### src/rtl/load_store_unit.sv
// Load/store unit: turns one byte/half/word CPU access at any byte address into
// one or two aligned, byte-enabled word beats and returns one extended response.
module load_store_unit #(
  parameter int ADDR_WIDTH  = 32,
  parameter int DATA_WIDTH  = 32,
  parameter int ACK_TIMEOUT = 16
) (
  input  logic                  clk,
  input  logic                  rst,
  input  logic                  req_valid,
  output logic                  req_ready,
  input  logic                  req_write,
  input  logic [1:0]            ls_type,
  input  logic                  load_unsigned,
  input  logic [ADDR_WIDTH-1:0] addr,
  input  logic [DATA_WIDTH-1:0] wdata,
  output logic                  resp_valid,
  output logic                  resp_err,
  output logic [DATA_WIDTH-1:0] rdata,
  output logic                  mem_req,
  output logic                  mem_we,
  output logic [ADDR_WIDTH-1:0] mem_addr,
  output logic [3:0]            mem_be,
  output logic [DATA_WIDTH-1:0] mem_wdata,
  input  logic                  mem_ack,
  input  logic [DATA_WIDTH-1:0] mem_rdata
);

  typedef enum logic [1:0] {
    IDLE  = 2'd0,
    BEAT1 = 2'd1,
    BEAT2 = 2'd2,
    RESP  = 2'd3
  } state_t;

  localparam int CNT_WIDTH = (ACK_TIMEOUT < 2) ? 1 : $clog2(ACK_TIMEOUT + 1);

  state_t                  state_r;
  logic [1:0]              off_r;
  logic [1:0]              size_r;
  logic                    write_r;
  logic                    uns_r;
  logic [3:0]              be_hi_r;
  logic [DATA_WIDTH-1:0]   wdata_hi_r;
  logic [DATA_WIDTH-1:0]   lo_word_r;
  logic [CNT_WIDTH-1:0]    cnt_r;

  logic [7:0]              be_wide_s;
  logic [2*DATA_WIDTH-1:0] wdata_wide_s;
  logic [2*DATA_WIDTH-1:0] raw_wide_s;
  logic [DATA_WIDTH-1:0]   raw_s;
  logic [DATA_WIDTH-1:0]   load_s;
  logic                    timeout_hit_s;

  function automatic logic [3:0] size_mask(input logic [1:0] size);
    case (size)
      2'd0:    size_mask = 4'b0001;
      2'd1:    size_mask = 4'b0011;
      default: size_mask = 4'b1111;
    endcase
  endfunction

  function automatic logic [DATA_WIDTH-1:0] extend(input logic [DATA_WIDTH-1:0] raw,
                                                   input logic [1:0] size,
                                                   input logic uns);
    case (size)
      2'd0:    extend = uns ? {24'h000000, raw[7:0]}  : {{24{raw[7]}}, raw[7:0]};
      2'd1:    extend = uns ? {16'h0000, raw[15:0]}   : {{16{raw[15]}}, raw[15:0]};
      default: extend = raw;
    endcase
  endfunction

  // Lane placement over a two-word window: low half is beat 1, high half is beat 2.
  always_comb begin
    be_wide_s    = {4'b0000, size_mask(ls_type)} << addr[1:0];
    wdata_wide_s = {{DATA_WIDTH{1'b0}}, wdata} << {addr[1:0], 3'b000};
  end

  // Load assembly from the beat-1 word (if any) and the word acked this cycle.
  always_comb begin
    if (state_r == BEAT2) begin
      raw_wide_s = {mem_rdata, lo_word_r};
    end else begin
      raw_wide_s = {{DATA_WIDTH{1'b0}}, mem_rdata};
    end
    raw_s = DATA_WIDTH'(raw_wide_s >> {off_r, 3'b000});
    if (write_r) begin
      load_s = {DATA_WIDTH{1'b0}};
    end else begin
      load_s = extend(raw_s, size_r, uns_r);
    end
  end

  // Beat abort condition; a zero limit never fires.
  always_comb begin
    if (ACK_TIMEOUT == 0) begin
      timeout_hit_s = 1'b0;
    end else begin
      timeout_hit_s = (cnt_r == CNT_WIDTH'(ACK_TIMEOUT - 1));
    end
  end

  // Control FSM with all outputs registered.
  always_ff @(posedge clk) begin
    if (rst) begin
      state_r    <= IDLE;
      req_ready  <= 1'b1;
      resp_valid <= 1'b0;
      resp_err   <= 1'b0;
      rdata      <= {DATA_WIDTH{1'b0}};
      mem_req    <= 1'b0;
      mem_we     <= 1'b0;
      mem_addr   <= {ADDR_WIDTH{1'b0}};
      mem_be     <= 4'b0000;
      mem_wdata  <= {DATA_WIDTH{1'b0}};
      off_r      <= 2'd0;
      size_r     <= 2'd0;
      write_r    <= 1'b0;
      uns_r      <= 1'b0;
      be_hi_r    <= 4'b0000;
      wdata_hi_r <= {DATA_WIDTH{1'b0}};
      lo_word_r  <= {DATA_WIDTH{1'b0}};
      cnt_r      <= {CNT_WIDTH{1'b0}};
    end else begin
      case (state_r)
        IDLE: begin
          if (req_valid) begin
            req_ready  <= 1'b0;
            off_r      <= addr[1:0];
            size_r     <= ls_type;
            write_r    <= req_write;
            uns_r      <= load_unsigned;
            be_hi_r    <= be_wide_s[7:4];
            wdata_hi_r <= wdata_wide_s[2*DATA_WIDTH-1:DATA_WIDTH];
            cnt_r      <= {CNT_WIDTH{1'b0}};
            if (ls_type == 2'd3) begin
              state_r    <= RESP;
              resp_valid <= 1'b1;
              resp_err   <= 1'b1;
              rdata      <= {DATA_WIDTH{1'b0}};
            end else begin
              state_r   <= BEAT1;
              mem_req   <= 1'b1;
              mem_we    <= req_write;
              mem_addr  <= {addr[ADDR_WIDTH-1:2], 2'b00};
              mem_be    <= be_wide_s[3:0];
              mem_wdata <= wdata_wide_s[DATA_WIDTH-1:0];
            end
          end
        end
        BEAT1, BEAT2: begin
          if (mem_ack && (state_r == BEAT1) && (be_hi_r != 4'b0000)) begin
            state_r   <= BEAT2;
            cnt_r     <= {CNT_WIDTH{1'b0}};
            lo_word_r <= mem_rdata;
            mem_addr  <= mem_addr + ADDR_WIDTH'(32'd4);
            mem_be    <= be_hi_r;
            mem_wdata <= wdata_hi_r;
          end else if (mem_ack || timeout_hit_s) begin
            // A timed-out split store keeps whatever beat 1 already wrote.
            state_r    <= RESP;
            cnt_r      <= {CNT_WIDTH{1'b0}};
            mem_req    <= 1'b0;
            mem_we     <= 1'b0;
            mem_be     <= 4'b0000;
            mem_wdata  <= {DATA_WIDTH{1'b0}};
            resp_valid <= 1'b1;
            resp_err   <= ~mem_ack;
            rdata      <= mem_ack ? load_s : {DATA_WIDTH{1'b0}};
          end else begin
            cnt_r <= cnt_r + CNT_WIDTH'(1);
          end
        end
        RESP: begin
          state_r    <= IDLE;
          req_ready  <= 1'b1;
          resp_valid <= 1'b0;
          resp_err   <= 1'b0;
          rdata      <= {DATA_WIDTH{1'b0}};
        end
        default: begin
          state_r    <= IDLE;
          req_ready  <= 1'b1;
          resp_valid <= 1'b0;
          mem_req    <= 1'b0;
        end
      endcase
    end
  end

endmodule

### config.mk
export PLATFORM = sky130hd
export DESIGN_NAME = load_store_unit
export DESIGN_NICKNAME = d
export VERILOG_FILES = /design/src/rtl/load_store_unit.sv
export SDC_FILE = /design/constraint.sdc
export NUM_CORES = 1
export LEC_CHECK = 0
export BUFFER_PORTS_ARGS = -buffer_cell sky130_fd_sc_hd__buf_2
export CAP_MARGIN = 20
export CORE_ASPECT_RATIO = 0.8
export CORE_MARGIN = 2
export CORE_UTILIZATION = 55
export DETAILED_ROUTE_END_ITERATION = 8
export GPL_TIMING_DRIVEN = 0
export PLACE_DENSITY = 0.89
export REMOVE_ABC_BUFFERS = 1
export SLEW_MARGIN = 5
export SYNTH_ARGS = -nofsm -noshare
export SYNTH_HDL_FRONTEND = slang
export SYNTH_SLANG_ARGS = --single-unit
export TNS_END_PERCENT = 1
### constraint.sdc
create_clock -name clk -period 2.73 [get_ports clk]
set_clock_uncertainty 0.1 [all_clocks]
set_input_delay 0.1365 -clock clk [delete_from_list [all_inputs] [get_ports clk]]
set_output_delay 0.1365 -clock clk [all_outputs]
set_load 0.01 [all_outputs]
==> results.json <==
{
  "setup-violations-final": 0,
  "first_pass_iters": 6,
  "dpl-instance-area_um2": 10400,
  "core_region_area_um2": 16600,
  "nets": 1479,
  "synthArstFlopShare_pct": 0,
  "first_global_vias": 9808,
  "yosysWarningCount": 0,
  "drive_gt1_share_pct": 26.3,
  "io_pins": 209,
  "synth-edff-count": 0,
  "die_y_um": 120,
  "peakVddDrop_v": 0.000661,
  "tns_ns": 0,
  "synth.avg_cell_area_um2": 8.10,
  "start_kind": "register",
  "synthesis.area_um2": 9310,
  "dp_hpwl_mm": 18.2,
  "final_cell_mix": "buf_2, dfxtp_1, nor2_1",
  "htreeDepth": 4,
  "ys.flop_type": "dfxtp_1",
  "mostFrequentLayoutCell": "buf_2",
  "cts_buffers": 17,
  "antennaDiodeCount": 0,
  "grt_util_all_layers_pct": 34.3,
  "slew_viol_final": 0,
  "ys_seq_elements": 175,
  "p_per_area_nw_per_um2": 1020,
  "synth.distinct_cells": 64,
  "power_mw": 12.2,
  "rows": 42,
  "clock.fmax_ghz": 0.368,
  "ant_nets": 0,
  "cts.clk_slew.worst_paths_ns": 0.07,
  "period_share_pct": 99.6,
  "max-cap-violations": 0,
  "grt_pass1_wl_mm": 49.3,
  "num_vias": 10356,
  "io_buffers": 206,
  "wl_per_cell_um": 20.0,
  "root_buffer": "clkbuf_16",
  "drc": 0,
  "status": "completed",
  "hp-class": "input pin to register",
  "start_util_pct": 56.3,
  "finalCriticalPeriod_ns": 2.72,
  "ys_top_cells_by_area": "dfxtp_1, mux2_2, a21oi_1, nor2_1, nand2_1",
  "path_max_fanout": 24,
  "fillers": 1192,
  "dieWidth_um": 149,
  "tightest_slew_ns": 0.948,
  "synthToLayoutAreaGrowth_pct": 28.4,
  "place.gp.congestion": 0.872,
  "clockBufferDepth": 2,
  "yosysTopAreaCell": "dfxtp_1",
  "avgViaCountPerCell": 6.48,
  "slew_headroom_pct": 36.6,
  "fin_area_um2": 12000,
  "drt_iter0_markers": 1265,
  "synthCells": 1150,
  "yosysTopAreaCellShare_pct": 37.6,
  "setup_ws_ns": 0.0103,
  "cp.arrival_ns": 2.97,
  "dp_slack_ns": -1.02,
  "critical_path_class": "register to register",
  "wl_mm": 32.0,
  "p_leak_nw": 4.72,
  "cp.required_ns": 2.98,
  "die-area_um2": 18000,
  "cts_tree": "yes",
  "hold_viol_final": 0,
  "seq_area_um2": 3510,
  "cts.sink_count": 175,
  "grt_max_degree": 92,
  "rsz0062_at_grt": "true",
  "ys_seq_area_share_pct": 37.6,
  "antenna_found_initial": 0,
  "end_kind": "register",
  "final_util_pct": 72.2,
  "overflow": 0,
  "insertion_delay_ns": 0.44,
  "multi_input_area_um2": 5510
}
worst paths after layout:
| check | startpoint | endpoint | slack (ns) | depth (start not counted) |
|---|---|---|---|---|
| worst min register to register | lo_word_r[4] | lo_word_r[4] | 0.35 | 2 |
| worst max-delay path | state_r[1] | mem_addr[29] | 0.01 | 8 |
| worst max register to register | state_r[1] | mem_addr[29] | 0.01 | 8 |
| worst min-delay path | addr[8] | mem_addr[8] | 0.006 | 5 |
worst max-delay path: stages (launching register included):
cell and delay [ns]:
dfxtp_2 0.39, inv_1 0.10, ha_2 0.44, buf_12 0.20, nor2b_1 0.20, a21oi_1 0.19
or4_1 0.57, mux2_2 0.28, a31oi_1 0.15
cells by family after synthesis:
kind of cell	count (synthesis)	share of synthesized area [%]
flops	175	37.6
other cells	1	0.0403
mux	91	11.5
buf+inv	111	4.97
simple gates	428	21.3
compound gates	335	23.3
fa+ha+maj	9	1.21
layer usage:
metal / share of wire, % / global-route usage (%) / vias up
met1: 38 / 42.8 / 4832
met2: 46 / 55.9 / 766
met4: 3.8 / 17.3 / 0
met3: 12 / 7.74 / 136
li1: - / - / 4622
met5: 0 / 0 / -
synth_stat cells (all sizes together) (3+ instances only):
| library cell | count |
|---|---|
| dfxtp | 175 |
| inv | 10 |
| buf | 34 |
| a221oi | 17 |
| a21oi | 125 |
| and3 | 14 |
| nor2b | 11 |
| a22o | 8 |
| o211ai | 3 |
| a211oi | 36 |
| ha | 9 |
| o2bb2ai | 17 |
| a21o | 3 |
| o21ai | 49 |
| o22ai | 11 |
| mux2 | 57 |
| nor3 | 36 |
| nand3 | 23 |
| a311oi | 3 |
| or3 | 7 |
| nand4 | 10 |
| or2 | 4 |
| clkbuf | 67 |
| mux4 | 7 |
| a22oi | 27 |
| nand2 | 131 |
| or4 | 3 |
| and2 | 11 |
| and4 | 6 |
| mux2i | 27 |
| a31oi | 13 |
| nor4 | 14 |
| o31ai | 5 |
| o32ai | 4 |
| nand2b | 14 |
| nor2 | 138 |
cell type report:
type                       instances  share of cell area, %
clock buffer                      22                   4.05
clock inverter                     9                   1.09
multi-input combinational        867                   46.1
sequential                       175                   29.4
timing repair buffer             295                   16.8
tap                              220                   2.30
inverter                          10                  0.345
timing repair:
item,4_1_cts,5_1_grt
hold buffers,69,0
cloned,3,0
pin swaps,5,3
gates resized for setup,28,6
endpoints found under the hold margin,81,0
setup buffers,11,2
setup endpoints to repair,131,60
flip-flops by register name (all words and copies together) (netlist names):
signal      count
uns_r           1
req_ready       1
write_r         1
mem_be          4
rdata          32
lo_word_r      32
resp_err        1
mem_req         1
mem_wdata      32
be_hi_r         3
mem_we          1
off_r           2
resp_valid      1
cnt_r           5
size_r          2
state_r         2
wdata_hi_r     24
mem_addr       30
metrics by stage:
| stage | hold slack [ns] | std cells |
|---|---|---|
| after floorplan | 0.106 | 1050 |
| after global placement | 0.298 | 1476 |
| after detailed placement | 0.306 | 1482 |
| after CTS | 0.000410 | 1596 |
| after global routing | 0.0171 | 1598 |
| final | 0.00607 | 1598 |
power breakdown:
group / switching, mW / leakage, nW / internal (mW) / total [mW]
Clock: 1.05 / 0.302 / 1.53 / 2.59
Combinational: 3.60 / 2.99 / 2.32 / 5.92
Sequential: 0.552 / 1.43 / 3.13 / 3.68
Total: 5.21 / 4.72 / 6.98 / 12.2
Note: power is estimated with default switching activity, not from simulation.
